**config.mk**
```make
export PLATFORM = sky130hd
export DESIGN_NAME = des_decrypt_iter
export DESIGN_NICKNAME = d
export VERILOG_FILES = /design/src/rtl/des_decrypt_iter.sv
export SDC_FILE = /design/constraint.sdc
export NUM_CORES = 1
export LEC_CHECK = 0
export BUFFER_PORTS_ARGS = -buffer_cell sky130_fd_sc_hd__buf_2
export CORE_MARGIN = 1
export CORE_UTILIZATION = 52
export CTS_BUF_LIST = sky130_fd_sc_hd__clkbuf_2
export DETAILED_ROUTE_END_ITERATION = 7
export PLACE_DENSITY = 0.77
export SLEW_MARGIN = 20
export SYNTH_ARGS = -nofsm -noshare
export SYNTH_HDL_FRONTEND = slang
export SYNTH_SLANG_ARGS = --single-unit
```
**constraint.sdc**
```tcl
create_clock -name clk -period 6.7 [get_ports clk]
set_input_delay 1.675 -clock clk [delete_from_list [all_inputs] [get_ports clk]]
set_output_delay 1.675 -clock clk [all_outputs]
set_load 0.01 [all_outputs]
```
**src/rtl/des_decrypt_iter.sv**
```systemverilog
// rtl/des_decrypt_iter.sv - iterative DES decryption core, one Feistel round per clock
// Optional key parity flag enabled by defining DES_DECRYPT_PARITY_CHECK_EN.
module des_decrypt_iter #(
  parameter int ROUNDS = 16
) (
  input  logic        clk,
  input  logic        rst,
  input  logic        in_valid,
  output logic        in_ready,
  input  logic [0:63] cipherText,
  input  logic [0:63] key,
  output logic        out_valid,
  input  logic        out_ready,
  output logic [0:63] decrypted
`ifdef DES_DECRYPT_PARITY_CHECK_EN
  , output logic      key_parity_err
`endif
);

  localparam int IP_T [64] = '{58,50,42,34,26,18,10,2, 60,52,44,36,28,20,12,4,
                               62,54,46,38,30,22,14,6, 64,56,48,40,32,24,16,8,
                               57,49,41,33,25,17,9,1,  59,51,43,35,27,19,11,3,
                               61,53,45,37,29,21,13,5, 63,55,47,39,31,23,15,7};
  localparam int FP_T [64] = '{40,8,48,16,56,24,64,32, 39,7,47,15,55,23,63,31,
                               38,6,46,14,54,22,62,30, 37,5,45,13,53,21,61,29,
                               36,4,44,12,52,20,60,28, 35,3,43,11,51,19,59,27,
                               34,2,42,10,50,18,58,26, 33,1,41,9,49,17,57,25};
  localparam int E_T [48] = '{32,1,2,3,4,5, 4,5,6,7,8,9, 8,9,10,11,12,13, 12,13,14,15,16,17,
                              16,17,18,19,20,21, 20,21,22,23,24,25, 24,25,26,27,28,29, 28,29,30,31,32,1};
  localparam int P_T [32] = '{16,7,20,21, 29,12,28,17, 1,15,23,26, 5,18,31,10,
                              2,8,24,14, 32,27,3,9, 19,13,30,6, 22,11,4,25};
  localparam int PC1_T [56] = '{57,49,41,33,25,17,9, 1,58,50,42,34,26,18, 10,2,59,51,43,35,27,
                                19,11,3,60,52,44,36, 63,55,47,39,31,23,15, 7,62,54,46,38,30,22,
                                14,6,61,53,45,37,29, 21,13,5,28,20,12,4};
  localparam int PC2_T [48] = '{14,17,11,24,1,5, 3,28,15,6,21,10, 23,19,12,4,26,8, 16,7,27,20,13,2,
                                41,52,31,37,47,55, 30,40,51,45,33,48, 44,49,39,56,34,53, 46,42,50,36,29,32};
  // Row-major: entry index is row*16 + column.
  localparam int SBOX [8][64] = '{
    '{14,4,13,1,2,15,11,8,3,10,6,12,5,9,0,7, 0,15,7,4,14,2,13,1,10,6,12,11,9,5,3,8,
      4,1,14,8,13,6,2,11,15,12,9,7,3,10,5,0, 15,12,8,2,4,9,1,7,5,11,3,14,10,0,6,13},
    '{15,1,8,14,6,11,3,4,9,7,2,13,12,0,5,10, 3,13,4,7,15,2,8,14,12,0,1,10,6,9,11,5,
      0,14,7,11,10,4,13,1,5,8,12,6,9,3,2,15, 13,8,10,1,3,15,4,2,11,6,7,12,0,5,14,9},
    '{10,0,9,14,6,3,15,5,1,13,12,7,11,4,2,8, 13,7,0,9,3,4,6,10,2,8,5,14,12,11,15,1,
      13,6,4,9,8,15,3,0,11,1,2,12,5,10,14,7, 1,10,13,0,6,9,8,7,4,15,14,3,11,5,2,12},
    '{7,13,14,3,0,6,9,10,1,2,8,5,11,12,4,15, 13,8,11,5,6,15,0,3,4,7,2,12,1,10,14,9,
      10,6,9,0,12,11,7,13,15,1,3,14,5,2,8,4, 3,15,0,6,10,1,13,8,9,4,5,11,12,7,2,14},
    '{2,12,4,1,7,10,11,6,8,5,3,15,13,0,14,9, 14,11,2,12,4,7,13,1,5,0,15,10,3,9,8,6,
      4,2,1,11,10,13,7,8,15,9,12,5,6,3,0,14, 11,8,12,7,1,14,2,13,6,15,0,9,10,4,5,3},
    '{12,1,10,15,9,2,6,8,0,13,3,4,14,7,5,11, 10,15,4,2,7,12,9,5,6,1,13,14,0,11,3,8,
      9,14,15,5,2,8,12,3,7,0,4,10,1,13,11,6, 4,3,2,12,9,5,15,10,11,14,1,7,6,0,8,13},
    '{4,11,2,14,15,0,8,13,3,12,9,7,5,10,6,1, 13,0,11,7,4,9,1,10,14,3,5,12,2,15,8,6,
      1,4,11,13,12,3,7,14,10,15,6,8,0,5,9,2, 6,11,13,8,1,4,10,7,9,5,0,15,14,2,3,12},
    '{13,2,8,4,6,15,11,1,10,9,3,14,5,0,12,7, 1,15,13,8,10,3,7,4,12,5,6,11,0,14,9,2,
      7,11,4,1,9,12,14,2,0,6,10,13,15,3,5,8, 2,1,14,7,4,10,8,13,15,12,9,0,3,5,6,11}};

  typedef enum logic [1:0] {IDLE, ROUND, DONE} state_t;

  state_t      state, state_next;
  logic [4:0]  rnd;
  logic [0:31] l, r, f;
  logic [0:55] cd, cd_rot;
  logic [0:47] subkey;

  function automatic logic [0:63] perm64(input logic [0:63] x, input logic use_fp);
    for (int i = 0; i < 64; i++)
      perm64[i] = use_fp ? x[6'(FP_T[i] - 1)] : x[6'(IP_T[i] - 1)];
  endfunction

  function automatic logic [0:55] pc1(input logic [0:63] x);
    for (int i = 0; i < 56; i++) pc1[i] = x[6'(PC1_T[i] - 1)];
  endfunction

  function automatic logic [0:47] pc2(input logic [0:55] x);
    for (int i = 0; i < 48; i++) pc2[i] = x[6'(PC2_T[i] - 1)];
  endfunction

  function automatic logic [0:47] expand(input logic [0:31] x);
    for (int i = 0; i < 48; i++) expand[i] = x[5'(E_T[i] - 1)];
  endfunction

  function automatic logic [0:31] pperm(input logic [0:31] x);
    for (int i = 0; i < 32; i++) pperm[i] = x[5'(P_T[i] - 1)];
  endfunction

  // Six input bits per box; row = {b0,b5}, column = b1..b4.
  function automatic logic [0:31] sbox_layer(input logic [0:47] x);
    logic [0:5] b;
    for (int j = 0; j < 8; j++) begin
      b = x[6*j +: 6];
      sbox_layer[4*j +: 4] = 4'(SBOX[j][{b[0], b[5], b[1:4]}]);
    end
  endfunction

  always_ff @(posedge clk) begin
    if (rst) state <= IDLE;
    else     state <= state_next;
  end

  always_comb begin
    state_next = state;
    in_ready   = 1'b0;
    out_valid  = 1'b0;
    case (state)
      IDLE: begin
        in_ready = 1'b1;
        if (in_valid) state_next = ROUND;
      end
      ROUND: if (rnd == 5'(ROUNDS)) state_next = DONE;
      DONE: begin
        out_valid = 1'b1;
        if (out_ready) state_next = IDLE;
      end
      default: state_next = IDLE;
    endcase
  end

  // Decryption walks the key schedule backwards, so halves rotate right.
  always_comb begin
    cd_rot = cd;
    if (rnd == 5'd2 || rnd == 5'd9 || rnd == 5'd16)
      cd_rot = {cd[27], cd[0:26], cd[55], cd[28:54]};
    else if (rnd != 5'd1)
      cd_rot = {cd[26:27], cd[0:25], cd[54:55], cd[28:53]};
    subkey = pc2(cd_rot);
    f      = pperm(sbox_layer(expand(r) ^ subkey));
  end

  always_ff @(posedge clk) begin
    if (rst) begin
      l         <= '0;
      r         <= '0;
      cd        <= '0;
      rnd       <= '0;
      decrypted <= '0;
    end else begin
      case (state)
        IDLE: if (in_valid) begin
          {l, r} <= perm64(cipherText, 1'b0);
          cd     <= pc1(key);
          rnd    <= 5'd1;
        end
        ROUND: begin
          l   <= r;
          r   <= l ^ f;
          cd  <= cd_rot;
          rnd <= rnd + 5'd1;
          if (rnd == 5'(ROUNDS)) decrypted <= perm64({l ^ f, r}, 1'b1);
        end
        default: ;
      endcase
    end
  end

`ifdef DES_DECRYPT_PARITY_CHECK_EN
  function automatic logic parity_bad(input logic [0:63] k);
    parity_bad = 1'b0;
    for (int b = 0; b < 8; b++)
      if (!(^k[8*b +: 8])) parity_bad = 1'b1;
  endfunction

  always_ff @(posedge clk) begin
    if (rst)                              key_parity_err <= 1'b0;
    else if (state == IDLE && in_valid)   key_parity_err <= parity_bad(key);
    else if (state == DONE && out_ready)  key_parity_err <= 1'b0;
  end
`else
  // Parity bits are dropped by PC1 and never inspected in this build.
`endif

endmodule

```
# Yosys cells after proc, flatten, opt, wreduce, memory -nomap -nowiden
# Memory sizes are Yosys's and may differ from the RTL's.
# Index checks and enable logic that the tools add are counted.
dict set report word_totals {
  register_bits 159
  output_inout_bits 66
  romBits 8192
  n_memories 4
  wordCells 64
  inputBits 132
}
# name depth width read_ports rd_ports_with_merged_regs wr line
set memory_table {}
lappend memory_table {{(no name shown)} 64 32 1 0 0 90} ;# sbox_layer[4*j +: 4] = 4'(SBOX[j][{b[0], b[5], b[1:4]}]);
lappend memory_table {{(no name shown)} 64 32 1 0 0 90}
lappend memory_table {{(no name shown)} 64 32 1 0 0 90}
lappend memory_table {{(no name shown)} 64 32 1 0 0 90}
dict set report op_classes {
  n_reduce_logical 8
  mux 24
  n_lt_le_gt_ge 4
  eq_ne 10
  addsub 1
  n_bitwise 6
}
# cell count
set ops {}
lappend ops {{$pmux 32 s2} 2}
lappend ops {{$mux 56} 2}
lappend ops {{$pmux 56 s2} 1}
lappend ops {{$mux 28} 2}
lappend ops {{$mux 52} 1}
lappend ops {{$xor 48x48->48} 1}
lappend ops {{$mux 4} 8}
lappend ops {{$xor 32x32->32} 1}
lappend ops {{$ge 7x7->1 const B} 4}
lappend ops {{$not 6->7} 4}
lappend ops {{$pmux 5 s2} 1}
lappend ops {{$mux 2} 3}
lappend ops {{$ne 2x2->1 const B} 3}
lappend ops {{$pmux 2 s3} 1}
lappend ops {{$reduce_and 3->1} 2}
lappend ops {{$add 5x1->5 const B} 1}
lappend ops {{$eq 5x2->1 const B} 1}
lappend ops {{$eq 5x4->1 const B} 1}
lappend ops {{$eq 5x5->1 const B} 1}
lappend ops {{$mux 5} 1}
lappend ops {{$ne 5x1->1 const B} 1}
lappend ops {{$reduce_and 2->1} 2}
lappend ops {{$ne 3x3->1 const B} 1}
lappend ops {{$eq 2x1->1 const B} 1}
lappend ops {{other kinds (5)} 7}

# Depth between registers and ports, before layout
# Gate-level depths: netlist of run 1.
dict set report depth {
  word_depth 11
  ltp_mapped 18
  mapped_depth_nobuf 16
}

# Worst setup path before layout of run 1
# OpenSTA, ideal clock, no wires.
dict set report synth_path {
  path_kind {register to register}
  from {register rnd[0]}
  to {register r[25] (netlist name)}
  arrival_ns 3.789
  path_stages_with_launch 15
  t_required_ns 6.638
  period_less_slack_ns 3.851
  path_buffers 1
  setup_slack_ns 2.849
  setup_ns 0.062
  path_cell_list {dfxtp_1 > inv_1 > ha_1 > mux2_4 > mux2_2 > buf_4 > a221oi_1 > or3_1 > and2_1 > inv_1 > ha_1 > mux4_2 > mux2_2 > or4_1 > nand3_1}
}
dict set report synth_via {
  elab_chain_cells 11
  elab_cells_between_ends 15
  cone_classes {eq/ne (4); mux (5); bitwise (3); reduce/logical (2); memory (1)}
}
# item line
set synth_lines {}
lappend synth_lines {{start: declaration} 59} ;# logic [4:0] rnd;
lappend synth_lines {{start signal: assignment} 146} ;# rnd <= rnd + 5'd1;
lappend synth_lines {{$eq 5x2->1 / $eq 5x4->1 (equally long branches)} 120} ;# if (rnd == 5'd2 || rnd == 5'd9 || rnd == 5'd16)
lappend synth_lines {{$logic_or 1x1->1 (2 in series)} 120}
lappend synth_lines {{$mux 56 (*)} 120}
lappend synth_lines {{$xor 48x48->48 (*)} 125} ;# f = pperm(sbox_layer(expand(r) ^ subkey));
lappend synth_lines {{$not 6->7 (implied by the code) (*)} 90}
lappend synth_lines {{$mem_v2 64x32 (*)} --}
lappend synth_lines {{$mux 4 (implied by the code) (*) (2 in series)} 90}
lappend synth_lines {{$xor 32x32->32 (*)} 144} ;# r <= l ^ f;
lappend synth_lines {{$pmux 32 s2 (*)} 136} ;# case (state)
lappend synth_lines {{end signal: assignment} 138} ;# {l, r} <= perm64(cipherText, 1'b0);
lappend synth_lines {{end signal: assignment} 144}
lappend synth_lines {{end: declaration} 60} ;# logic [0:31] l, r, f;
# Every way passes the cells marked *; elsewhere a longest branch is shown, timed or not. The select of a mux whose other input is x is not followed.
# A chain may end at the register's enable or synchronous reset.

# Worst setup path in the final report of run 1
dict set report layout_path {
  from {register rnd[0]}
  to {register r[9] (netlist name)}
}
# The elaborated chain is that of the path after synthesis.

==> results_tabular.tex, run 1 <==
\begin{tabular}{lr}
\hline
Metric & Value \\
\hline
\multicolumn{2}{l}{\textbf{Worst setup path}} \\
\quad Type of destination of the critical path & flop \\
\quad Startpoint kind of the worst setup timing path & flop \\
\quad Critical setup path kind & flop to flop \\
\quad Cells traversed along the worst timing path & ha\_1, or4b\_1, and2\_1, a221oi\_1, or3\_1, and2\_1, inv\_1, ha\_1, mux4\_2, mux2i\_1, xor2\_1, a22oi\_1, nor2\_1 \\
\quad Peak fanout along the critical path & 26 \\
\quad Required time worst endpoint & approximately 7.3 ns \\
\quad CP peak stage delay & 0.89 ns \\
\quad Data arrival time of the worst path & 5.30 ns \\
\quad Library cell contributing the largest single delay on the critical path & sky130\_fd\_sc\_hd\_\_or4b\_1 \\
\multicolumn{2}{l}{\textbf{Clock tree}} \\
\quad Post\_cts resized & 0 \\
\quad TritonCTS clock tree & built \\
\quad Max H-tree Level & 3 \\
\quad Maximum number of buffers from clock root to sink & 2 \\
\quad Clock Sink Count & 88 \\
\quad Count of hold buffers inserted by post-cts repair & 0 \\
\quad Clock-pin transition on the worst setup and hold timing paths & 0.30 ns \\
\quad Postcts setup bufs & 0 \\
\quad Clock tree root driver cell & sky130\_fd\_sc\_hd\_\_clkbuf\_2 \\
\quad Total clock buffers created by CTS & 9 \\
\quad Clock latency on the worst-skew pair & between 0.6 and 0.7 ns \\
\multicolumn{2}{l}{\textbf{Run status}} \\
\quad Status & complete, no violations \\
\multicolumn{2}{l}{\textbf{Drt}} \\
\quad Avg WL per Cell & roughly 17 µm \\
\quad Via-per-instance ratio & 6.04 \\
\quad First DRT Iteration DRCs & 599 \\
\quad Detailed-route via count & between 6k and 7k \\
\quad First-pass iteration count of the detailed router & 5 \\
\quad Total length of routed wires & 18.8 mm \\
\quad Number of remaining DRC errors & 0 \\
\quad Routed Antenna Nets & 0 \\
\multicolumn{2}{l}{\textbf{Timing}} \\
\quad Final hold vios & 0 \\
\quad \# setup viols final & 0 \\
\quad Slew at the pin closest to its max-slew limit & 1.02 ns \\
\quad Sum Neg Setup Slack & 0 ns \\
\quad Crit path time final & approximately 4.8 ns \\
\quad Max-slew violation total from the final report & 0 \\
\quad Final cycle utilization of the critical path & 0.710 \\
\quad Unrepaired setup endpoints after global routing & no \\
\quad Hold slack & roughly 0.50 ns \\
\quad Worst clock skew & 0.0294 ns \\
\quad Maximum clock frequency & 0.210 GHz \\
\quad Worst rel slew slack & 0.320 \\
\multicolumn{2}{l}{\textbf{Synth}} \\
\quad Syn avg cell area & 7.95 µm² \\
\quad Instance count of the mapped netlist & 904 \\
\quad Distinct cells, synth & 91 \\
\quad Main area contributors after synthesis & sky130\_fd\_sc\_hd\_\_dfxtp\_1 (25\%), sky130\_fd\_sc\_hd\_\_nor2\_1 (7.2\%), sky130\_fd\_sc\_hd\_\_ha\_1 (5.9\%), sky130\_fd\_sc\_hd\_\_buf\_4 (5.1\%), sky130\_fd\_sc\_hd\_\_a22oi\_1 (4.1\%) \\
\quad Main synth FF type & sky130\_fd\_sc\_hd\_\_dfxtp\_1 \\
\quad Fraction of post-synthesis cell area in the top cell type by area & 0.245 \\
\quad Number of flip-flops and latches in the synthesized netlist & 88 \\
\quad Synth Warn \# & 0 \\
\quad Biggest area consumer among synthesized cells & sky130\_fd\_sc\_hd\_\_dfxtp\_1 \\
\quad Share of async-settable or async-resettable flops after synthesis & 0 \\
\quad Number of enable-type register cells in the synthesized netlist & 0 \\
\quad Register area share after synthesis & 0.245 \\
\quad Post-synthesis instance area & around 7000 µm² \\
\multicolumn{2}{l}{\textbf{Floorplanning}} \\
\quad DIE AREA & between 10000 and 15000 µm² \\
\quad Floorplan core area & 13300 µm² \\
\quad Height of the die & about 120 µm \\
\quad Number of placement rows & 42 \\
\quad X dimension of the die & 120 µm \\
\quad Boundary Pins & around 200 \\
\quad Initial Util & 0.539 \\
\multicolumn{2}{l}{\textbf{Placed design}} \\
\quad Total of buffers placed on input and output ports & 52 \\
\quad Final Wtd Congestion & 0.938 \\
\quad Cells after DPL & approximately 1.1k \\
\quad Dpl hpwl & 13.1 mm \\
\multicolumn{2}{l}{\textbf{Pwr}} \\
\quad Peak supply drop & 0.137 mV \\
\quad Power per standard cell area & 223 nW/µm² \\
\quad Standby leakage power & 3.01 nW \\
\multicolumn{2}{l}{\textbf{Layout}} \\
\quad Nets & $\sim$1.1k \\
\quad Leading cell types in the layout, fill and taps excluded & sky130\_fd\_sc\_hd\_\_nor2\_1 (137), sky130\_fd\_sc\_hd\_\_dfxtp\_1 (88), sky130\_fd\_sc\_hd\_\_nor3\_1 (53) \\
\quad Layout cell share with drive strength beyond 1 & 0.143 \\
\quad Number of standard cells in the layout, taps in and fillers out & 1091 \\
\quad Antenna diode instance count & 0 \\
\quad Area growth from synthesis to layout & 2.94\% \\
\quad Most common library cell in the layout ignoring fill and taps & sky130\_fd\_sc\_hd\_\_nor2\_1 \\
\multicolumn{2}{l}{\textbf{Global route}} \\
\quad Number of antenna violations at the first check in global routing & 0 \\
\quad Total global routing overflow & 0 \\
\quad Global-route total usage across every layer & 0.263 \\
\quad Global-route wire length before repair & 30.0 mm \\
\quad Via count of the first global-routing pass & 5754 \\
\quad Pin count of the biggest net entering global routing & 64 \\
\multicolumn{2}{l}{\textbf{Worst hold path}} \\
\quad Worst hold path class & flop to flop \\
\multicolumn{2}{l}{\textbf{Run}} \\
\quad Number of max-cap violations & 0 \\
\hline
\end{tabular}
==> cell usage after synthesis, drive strengths merged, types with 22 or more instances <==
cell / n
inv: 24
a211oi: 23
nand2: 43
nor3: 53
o21ai: 32
buf: 72
nand3: 22
dfxtp: 88
mux2i: 24
nor2: 140
a21oi: 46
ha: 34
clkbuf: 40
a22oi: 40
==> path summary, 6_finish.rpt <==
| check | from | end | slack (ns) | cells past startpoint |
|---|---|---|---|---|
| max | rnd[0]$_SDFFE_PP0P_ | r[9]$_SDFFE_PP0P_ | 1.94 | 13 |
| min | r[17]$_SDFFE_PP0P_ | r[17]$_SDFFE_PP0P_ | 0.50 | 2 |
| max reg2reg | rnd[0]$_SDFFE_PP0P_ | r[9]$_SDFFE_PP0P_ | 1.94 | 13 |
| min reg2reg | r[17]$_SDFFE_PP0P_ | r[17]$_SDFFE_PP0P_ | 0.50 | 2 |
==> layout make-up <==
class,instances,area [µm²]
clock buffer,9,45.0
timing repair buffer,60,323
fill,1277,5950
multi-input combinational,727,4870
tap,176,220
inverter,24,90.1
sequential,88,1760
clock inverter,7,90.1
==> per-layer routing <==
metal | share of wire | GRT usage
met1 | 0.43 | 0.364
met2 | 0.46 | 0.416
met3 | 0.089 | 0.0447
met4 | 0.022 | 0.0852
met5 | 0 | 0
==> worst max-delay path, delay by kind of cell, from the launching register on <==
family                   cells  cell delay (ns)
AND/OR/NAND/NOR              5             1.96
multiplexers                 2             0.75
AO/OA/AOI/OAI                2             0.51
flip-flops                   1             0.50
XOR/XNOR                     1             0.26
buffers and inverters        1             0.15
adder cells (fa/ha/maj)      2             0.57
==> cell families (layout without fill, tap and decap cells) <==
logic type      after synthesis  after routing  synth area share
compound gates              228            228             0.234
xor+xnor                     34             34            0.0475
fa+ha+maj                    34             34            0.0592
buf+inv                     136            100             0.102
flops                        88             88             0.245
mux                          39             39            0.0748
other cells                   1             48          0.000522
simple gates                344            344             0.236
==> per-stage QoR <==
stage | utilization | setup slack, ns | instance area, µm² | total power (W)
floorplan | - | 2.85 | 7360 | 0.00119
global placement | 0.544 | 2.11 | 7260 | 0.00132
detailed placement | 0.544 | 2.04 | 7260 | 0.00133
CTS | 0.554 | 1.97 | 7400 | 0.00164
global route | 0.554 | 1.75 | 7400 | 0.00174
finish | 0.554 | 1.94 | 7400 | 0.00165
==> state kept, by name, summed over array words and instances (netlist names) <==
register,flops
l,16
state,2
rnd,5
r,21
cd,28
decrypted,16
==> power by group <==
group	switching [W]	internal, W
combinational	0.000445	0.000292
sequential	0.0000385	0.000558
clock	0.000218	0.0000993
total	0.000701	0.000950
No activity file was read; power rests on OpenSTA's default activity.
==> run 2, diff against run 1 <==
==> constraint.sdc (replaced) <==
create_clock -name clk -period 4.75 [get_ports clk]
set_input_delay 1.1875 -clock clk [delete_from_list [all_inputs] [get_ports clk]]
set_output_delay 1.1875 -clock clk [all_outputs]
set_load 0.01 [all_outputs]
==> results_tabular.tex, run 2 (synthesis gave the netlist of run 1 again) <==
\begin{tabular}{lr}
\hline
Metric & Value \\
\hline
\multicolumn{2}{l}{\textbf{Worst setup path}} \\
\quad Peak fanout along the critical path & 17 (-35\%) \\
\quad CP peak stage delay & 0.51 ns (-0.38 ns) \\
\quad Largest delay share family, worst path & simple AND/OR/NAND/NOR gates \\
\quad Cells traversed along the worst timing path & ha\_1, or4b\_1, buf\_4, mux2i\_1, o21ai\_1, and3\_1, or2\_1, ha\_1, inv\_1, o2111ai\_1, o311a\_1, o221ai\_1, o41ai\_1, buf\_4, xor2\_1, a211oi\_1 \\
\quad Type of destination of the critical path & flop \\
\quad Data arrival time of the worst path & 4.75 ns (-0.55 ns) \\
\quad Buf/Inv on CP & 3 (+2) \\
\quad Required time worst endpoint & 5.29 ns (-1.96 ns) \\
\quad Startpoint kind of the worst setup timing path & flop \\
\quad Critical setup path kind & flop to flop \\
\quad Library cell contributing the largest single delay on the critical path & sky130\_fd\_sc\_hd\_\_or4b\_1 \\
\multicolumn{2}{l}{\textbf{Layout}} \\
\quad Antenna diode instance count & 0 (unchanged) \\
\quad Leading cell types in the layout, fill and taps excluded & sky130\_fd\_sc\_hd\_\_nor2\_1 (137), sky130\_fd\_sc\_hd\_\_dfxtp\_1 (88), sky130\_fd\_sc\_hd\_\_nor3\_1 (53) \\
\quad Number of flip-flops under the largest register name & 28 (unchanged) \\
\quad Register containing the most flip-flops in the final layout & cd \\
\quad Design Area, Final & 7450 µm² (+0.71\%) \\
\quad Layout cell share with drive strength beyond 1 & 0.152 (+0.00926) \\
\quad Finished Core Util & 0.558 (+0.00394) \\
\quad Nets & 1086 (+0.93\%) \\
\quad Most common library cell in the layout ignoring fill and taps & sky130\_fd\_sc\_hd\_\_nor2\_1 \\
\quad Area growth from synthesis to layout & 3.67\% \\
\quad Largest registers in the final layout & cd: 28 flops, r: 21 flops \\
\multicolumn{2}{l}{\textbf{Clock tree}} \\
\quad Total clock buffers created by CTS & 9 (unchanged) \\
\quad Clock tree root driver cell & sky130\_fd\_sc\_hd\_\_clkbuf\_2 \\
\quad Clock-pin transition on the worst setup and hold timing paths & 0.29 ns (about the same) \\
\quad Max H-tree Level & 3 (unchanged) \\
\quad Count of hold buffers inserted by post-cts repair & 0 (unchanged) \\
\quad Postcts setup bufs & 0 (unchanged) \\
\quad TritonCTS clock tree & built \\
\quad Clock latency on the worst-skew pair & 0.60 ns (about the same) \\
\quad Clock Sink Count & 88 (unchanged) \\
\quad Post\_cts resized & 0 (unchanged) \\
\quad Maximum number of buffers from clock root to sink & 2 (unchanged) \\
\multicolumn{2}{l}{\textbf{Timing}} \\
\quad Maximum clock frequency & 0.238 GHz (+13\%) \\
\quad Worst Setup Slack, final & 0.542 ns (-1.40 ns) \\
\quad Final hold vios & 0 (unchanged) \\
\quad Final cycle utilization of the critical path & 0.886 (+0.176) \\
\quad Max-slew violation total from the final report & 0 (unchanged) \\
\quad Unrepaired setup endpoints after global routing & no \\
\quad Slew at the pin closest to its max-slew limit & 1.05 ns (+0.0294 ns) \\
\quad Crit path time final & 4.21 ns (-0.548 ns) \\
\quad Worst rel slew slack & 0.301 (-0.0196) \\
\quad \# setup viols final & 0 (unchanged) \\
\quad Worst clock skew & 0.0238 ns (-0.00557 ns) \\
\quad Sum Neg Setup Slack & 0 ns (unchanged) \\
\quad Hold slack & 0.510 ns (+0.00817 ns) \\
\multicolumn{2}{l}{\textbf{Placed design}} \\
\quad Worst setup slack after placement & 0.650 ns (-1.39 ns) \\
\quad Dpl hpwl & 13.4 mm (+2.4\%) \\
\quad Total of buffers placed on input and output ports & 52 (unchanged) \\
\quad Area post-placement & 7340 µm² (+1.0\%) \\
\quad Final Wtd Congestion & 0.978 (+4.3\%) \\
\multicolumn{2}{l}{\textbf{Pwr}} \\
\quad Standby leakage power & 3.04 nW (+1.1\%) \\
\quad Peak supply drop & 0.153 mV (+12\%) \\
\quad Power per standard cell area & 308 nW/µm² (+38\%) \\
\multicolumn{2}{l}{\textbf{Floorplanning}} \\
\quad DIE AREA & 14300 µm² (unchanged) \\
\quad Floorplan core area & 13300 µm² (unchanged) \\
\quad X dimension of the die & 120 µm (unchanged) \\
\quad Initial Util & 0.539 (unchanged) \\
\quad Boundary Pins & 198 (unchanged) \\
\quad Number of placement rows & 42 (unchanged) \\
\quad Height of the die & 120 µm (unchanged) \\
\multicolumn{2}{l}{\textbf{Drt}} \\
\quad Detailed-route via count & 6763 (+2.6\%) \\
\quad Number of remaining DRC errors & 0 (unchanged) \\
\quad First DRT Iteration DRCs & 691 (+15\%) \\
\quad Total length of routed wires & 19.3 mm (+2.6\%) \\
\quad Avg WL per Cell & 17.5 µm (+1.6\%) \\
\quad Via-per-instance ratio & 6.14 (+1.7\%) \\
\quad First-pass iteration count of the detailed router & 5 (unchanged) \\
\quad Routed Antenna Nets & 0 (unchanged) \\
\multicolumn{2}{l}{\textbf{Global route}} \\
\quad Pin count of the biggest net entering global routing & 110 (+72\%) \\
\quad Global-route total usage across every layer & 0.273 (+0.0101) \\
\quad Number of antenna violations at the first check in global routing & 0 (unchanged) \\
\quad Global-route wire length before repair & 31.2 mm (+3.7\%) \\
\quad Total global routing overflow & 0 (unchanged) \\
\quad Via count of the first global-routing pass & 5984 (+4.0\%) \\
\multicolumn{2}{l}{\textbf{Run}} \\
\quad Number of max-cap violations & 0 (unchanged) \\
\multicolumn{2}{l}{\textbf{Run status}} \\
\quad Status & complete, no violations \\
\multicolumn{2}{l}{\textbf{Worst hold path}} \\
\quad Worst hold path class & flop to flop \\
\hline
\end{tabular}
==> run 2: metal layers <==
metal	vias up	GRT usage	share of wire
li1	3214	-	-
met1	3201	0.378	0.44
met2	304	0.428	0.45
met3	44	0.0580	0.083
met4	0	0.0758	0.028
met5	-	0	0
==> run 2: final timing paths <==
path                                          start                          to  slack [ns]  cells past startpoint
worst max-delay path            rnd[0]$_SDFFE_PP0P_  decrypted[53]$_SDFFE_PP0P_        0.54                     16
worst min-delay path             r[17]$_SDFFE_PP0P_          r[17]$_SDFFE_PP0P_        0.51                      2
worst max register to register  rnd[0]$_SDFFE_PP0P_  decrypted[53]$_SDFFE_PP0P_        0.54                     16
worst min register to register   r[17]$_SDFFE_PP0P_          r[17]$_SDFFE_PP0P_        0.51                      2
==> run 2: cell type report <==
cell class,count,area (µm²)
flip-flops and latches,88,1760
inverters,24,90.1
multi-input cells,727,4870
clock inverters,7,67.6
well taps,176,220
repair buffers,70,398
fillers,1266,5900
clock buffers,9,45.0
==> run 2: stage by stage <==
| stage | total power (W) | instances |
|---|---|---|
| 4_1_cts | 0.00228 | 1101 |
| 5_1_grt | 0.00243 | 1101 |
| 3_3_place_gp | 0.00188 | 1085 |
| 2_1_floorplan | 0.00168 | 951 |
| 3_5_place_dp | 0.00189 | 1085 |
| 6_report | 0.00229 | 1101 |
==> run 2: tightest hold or removal path: cells and delay by family, from the launching register on <==
family	cells	cell delay (ns)
AOI/OAI and AO/OA	1	0.06
and+or+nand+nor	1	0.07
DFF	1	0.38
==> run 2: power by group <==
group	total (W)	internal, W	switching, W
logic	0.00105	0.000427	0.000626
registers	0.000844	0.000787	0.0000571
clock network	0.000394	0.0000862	0.000308
total	0.00229	0.00130	0.000992
==> run 3, diff against run 2 <==
--- a/config.mk
+++ b/config.mk
@@ -11,6 +11,7 @@
 export CTS_BUF_LIST = sky130_fd_sc_hd__clkbuf_2
 export DETAILED_ROUTE_END_ITERATION = 7
 export PLACE_DENSITY = 0.77
+export REMOVE_ABC_BUFFERS = 1
 export SLEW_MARGIN = 20
 export SYNTH_ARGS = -nofsm -noshare
 export SYNTH_HDL_FRONTEND = slang
==> constraint.sdc (replaced) <==
create_clock -name clk -period 4.4 [get_ports clk]
set_input_delay 1.1 -clock clk [delete_from_list [all_inputs] [get_ports clk]]
set_output_delay 1.1 -clock clk [all_outputs]
set_load 0.01 [all_outputs]
==> results_tabular.tex, run 3 (synthesis gave the netlist of run 1 again) <==
\begin{tabular}{lr}
\hline
Metric & Value \\
\hline
\multicolumn{2}{l}{\textbf{Worst setup path}} \\
\quad Required time worst endpoint & 4.96 ns (-0.33 ns) \\
\quad Number of cell instances on the worst register-to-register path & 13 (-3) \\
\quad Library cell contributing the largest single delay on the critical path & sky130\_fd\_sc\_hd\_\_a221oi\_1 \\
\quad Type of destination of the critical path & flop \\
\quad Flop2flop setup slack & 0.32 ns (-0.22 ns) \\
\quad Cells traversed along the worst timing path & inv\_1, ha\_1, mux2\_4, mux2\_2, a221oi\_1, or3\_1, and2\_1, inv\_1, ha\_1, mux4\_2, mux2\_2, or4\_1, nand3\_1 \\
\quad Peak fanout along the critical path & 14 (-3) \\
\quad Timing startpoint of the critical path & rnd[0]\$\_SDFFE\_PP0P\_ \\
\quad Startpoint kind of the worst setup timing path & flop \\
\quad Critical setup path kind & flop to flop \\
\quad Reg2Reg Capture Point & r[25]\$\_SDFFE\_PP0P\_ \\
\quad R2R Path Start & rnd[0]\$\_SDFFE\_PP0P\_ \\
\quad CP peak stage delay & 0.50 ns (about the same) \\
\quad Worst setup path end & r[25]\$\_SDFFE\_PP0P\_ \\
\quad Data arrival time of the worst path & 4.63 ns (-0.12 ns) \\
\multicolumn{2}{l}{\textbf{Clock tree}} \\
\quad Maximum number of buffers from clock root to sink & 2 (unchanged) \\
\quad Total clock buffers created by CTS & 9 (unchanged) \\
\quad Count of hold buffers inserted by post-cts repair & 0 (unchanged) \\
\quad Postcts setup bufs & 0 (unchanged) \\
\quad Clock-pin transition on the worst setup and hold timing paths & 0.27 ns (-0.02 ns) \\
\quad TritonCTS clock tree & built \\
\quad Clock tree root driver cell & sky130\_fd\_sc\_hd\_\_clkbuf\_2 \\
\quad Max H-tree Level & 3 (unchanged) \\
\quad Clock latency on the worst-skew pair & 0.64 ns (+0.04 ns) \\
\quad Clock Sink Count & 88 (unchanged) \\
\multicolumn{2}{l}{\textbf{Timing}} \\
\quad Final cycle utilization of the critical path & 0.927 (+0.0409) \\
\quad Slew at the pin closest to its max-slew limit & 1.12 ns (+0.0743 ns) \\
\quad Maximum clock frequency & 0.245 GHz (+3.2\%) \\
\quad Crit path time final & 4.08 ns (-0.130 ns) \\
\quad \# setup viols final & 0 (unchanged) \\
\quad Sum Neg Setup Slack & 0 ns (unchanged) \\
\quad Hold slack & 0.509 ns (-0.00113 ns) \\
\quad Worst clock skew & 0.0501 ns (+0.0263 ns) \\
\quad Unrepaired setup endpoints after global routing & no \\
\quad Final hold vios & 0 (unchanged) \\
\quad Worst rel slew slack & 0.251 (-0.0495) \\
\quad Max-slew violation total from the final report & 0 (unchanged) \\
\multicolumn{2}{l}{\textbf{Pwr}} \\
\quad Part of the power in the clock network & 0.186 (+0.014) \\
\quad Switching power as a share of total power & 0.412 (-0.0210) \\
\quad Relative contribution of sequential cells to total power & 0.368 (about the same) \\
\quad Peak supply drop & 0.168 mV (+9.5\%) \\
\quad Power per standard cell area & 328 nW/µm² (+6.6\%) \\
\quad P\_sw & 0.00101 W (+2.2\%) \\
\quad Internal power & 0.00145 W (+11\%) \\
\quad Total design power & 0.00246 W (+7.4\%) \\
\quad Standby leakage power & 3.08 nW (+1.0\%) \\
\quad Share of total power in combinational logic & 0.446 (-0.013) \\
\multicolumn{2}{l}{\textbf{Worst hold path}} \\
\quad Worst hold path class & flop to flop \\
\multicolumn{2}{l}{\textbf{Drt}} \\
\quad Avg WL per Cell & 17.2 µm (-2.1\%) \\
\quad Total length of routed wires & 19.0 mm (-1.6\%) \\
\quad First DRT Iteration DRCs & 699 (+1.2\%) \\
\quad Number of remaining DRC errors & 0 (unchanged) \\
\quad Routed Antenna Nets & 0 (unchanged) \\
\quad Detailed-route via count & 6653 (-1.6\%) \\
\quad First-pass iteration count of the detailed router & 5 (unchanged) \\
\quad Via-per-instance ratio & 6.02 (-2.1\%) \\
\multicolumn{2}{l}{\textbf{Floorplanning}} \\
\quad Number of placement rows & 42 (unchanged) \\
\quad Boundary Pins & 198 (unchanged) \\
\quad Floorplan core area & 13300 µm² (unchanged) \\
\quad Initial Util & 0.539 (unchanged) \\
\quad X dimension of the die & 120 µm (unchanged) \\
\quad Height of the die & 120 µm (unchanged) \\
\quad DIE AREA & 14300 µm² (unchanged) \\
\multicolumn{2}{l}{\textbf{Global route}} \\
\quad Total global routing overflow & 0 (unchanged) \\
\quad Global-route total usage across every layer & 0.269 (-0.00455) \\
\quad Via count of the first global-routing pass & 5872 (-1.9\%) \\
\quad Number of antenna violations at the first check in global routing & 0 (unchanged) \\
\quad Pin count of the biggest net entering global routing & 72 (-35\%) \\
\quad Global-route wire length before repair & 30.6 mm (-1.9\%) \\
\multicolumn{2}{l}{\textbf{Placed design}} \\
\quad Area post-placement & 7380 µm² (+0.51\%) \\
\quad Cells after DPL & 1090 (+0.46\%) \\
\quad Dpl hpwl & 13.1 mm (-2.4\%) \\
\quad Total of buffers placed on input and output ports & 52 (unchanged) \\
\quad Final Wtd Congestion & 0.924 (-5.5\%) \\
\multicolumn{2}{l}{\textbf{Layout}} \\
\quad Register containing the most flip-flops in the final layout & cd \\
\quad Number of flip-flops under the largest register name & 28 (unchanged) \\
\quad Antenna diode instance count & 0 (unchanged) \\
\quad Number of standard cells in the layout, taps in and fillers out & 1106 (+0.45\%) \\
\quad Nets & 1091 (+0.46\%) \\
\quad Most common library cell in the layout ignoring fill and taps & sky130\_fd\_sc\_hd\_\_nor2\_1 \\
\quad Leading cell types in the layout, fill and taps excluded & sky130\_fd\_sc\_hd\_\_nor2\_1 (137), sky130\_fd\_sc\_hd\_\_dfxtp\_1 (88), sky130\_fd\_sc\_hd\_\_nor3\_1 (53) \\
\quad Largest registers in the final layout & cd: 28 flops, r: 21 flops \\
\quad Area growth from synthesis to layout & 4.40\% \\
\quad Design Area, Final & 7500 µm² (+0.71\%) \\
\quad Layout cell share with drive strength beyond 1 & 0.158 (+0.00563) \\
\quad Filler Cell Count & 1304 (+3.0\%) \\
\multicolumn{2}{l}{\textbf{Run}} \\
\quad Number of max-cap violations & 0 (unchanged) \\
\multicolumn{2}{l}{\textbf{Run status}} \\
\quad Status & complete, no violations \\
\hline
\end{tabular}
[run 3: power by group through the flow]
stage	Sequential (W)	Clock [W]	Combinational, W
floorplan	0.000906	0	0.000831
global placement	0.000917	0	0.00106
detailed placement	0.000919	0	0.00108
CTS	0.000904	0.000464	0.00109
global route	0.000912	0.000495	0.00121
finish	0.000905	0.000458	0.00110
[run 3: area by class of cell]
cell class                      instances  area (µm²)  share of cell area
Clock buffer                            9        45.0             0.00600
Tap cell                              176         220              0.0293
Sequential cell                        88        1760               0.235
Multi-Input combinational cell        727        4870               0.649
Clock inverter                          7        78.8              0.0105
Inverter                               24        90.1              0.0120
Timing Repair Buffer                   75         435              0.0580
[run 3: how the worst min path moves through the flow]
stage	startpoint	end	slack, ns	cells after the start
global route	decrypted[49]$_SDFFE_PP0P_	decrypted[49]$_SDFFE_PP0P_	0.53	2
global placement	r[16]$_SDFFE_PP0P_	l[16]$_SDFFE_PP0P_	0.47	2
detailed placement	decrypted[13]$_SDFFE_PP0P_	decrypted[13]$_SDFFE_PP0P_	0.48	2
floorplan	cd[18]$_SDFFE_PP0P_	cd[18]$_SDFFE_PP0P_	0.46	2
CTS	r[17]$_SDFFE_PP0P_	r[17]$_SDFFE_PP0P_	0.51	2
finish	decrypted[13]$_SDFFE_PP0P_	decrypted[13]$_SDFFE_PP0P_	0.51	2
[run 3: timing repair]
item	CTS	global route
setup endpoints to repair	0	1
gates resized for setup	0	1
hold endpoints to repair	0	0
[run 3: worst max-delay path, delay by kind of cell (launching register included)]
kind                     cells  cell delay, ns
AO/OA/AOI/OAI                1            0.50
adder cells (fa/ha/maj)      2            0.52
buffers and inverters        2            0.18
flip-flops                   1            0.48
multiplexers                 4            1.46
AND/OR/NAND/NOR              4            0.90
[run 3: per-stage QoR]
stage	worst slack (ns)	utilization
after floorplan	0.360	-
after global placement	0.374	0.553
after detailed placement	0.375	0.553
after CTS	0.319	0.562
after global routing	0.0625	0.562
final	0.322	0.562
[run 3: per-layer routing]
layer	vias to the layer above	wire length [µm]	GRT usage
met3	25	1150	0.0375
li1	3231	-	-
met4	0	316	0.0859
met2	233	8950	0.434
met1	3164	8570	0.369
met5	-	0	0
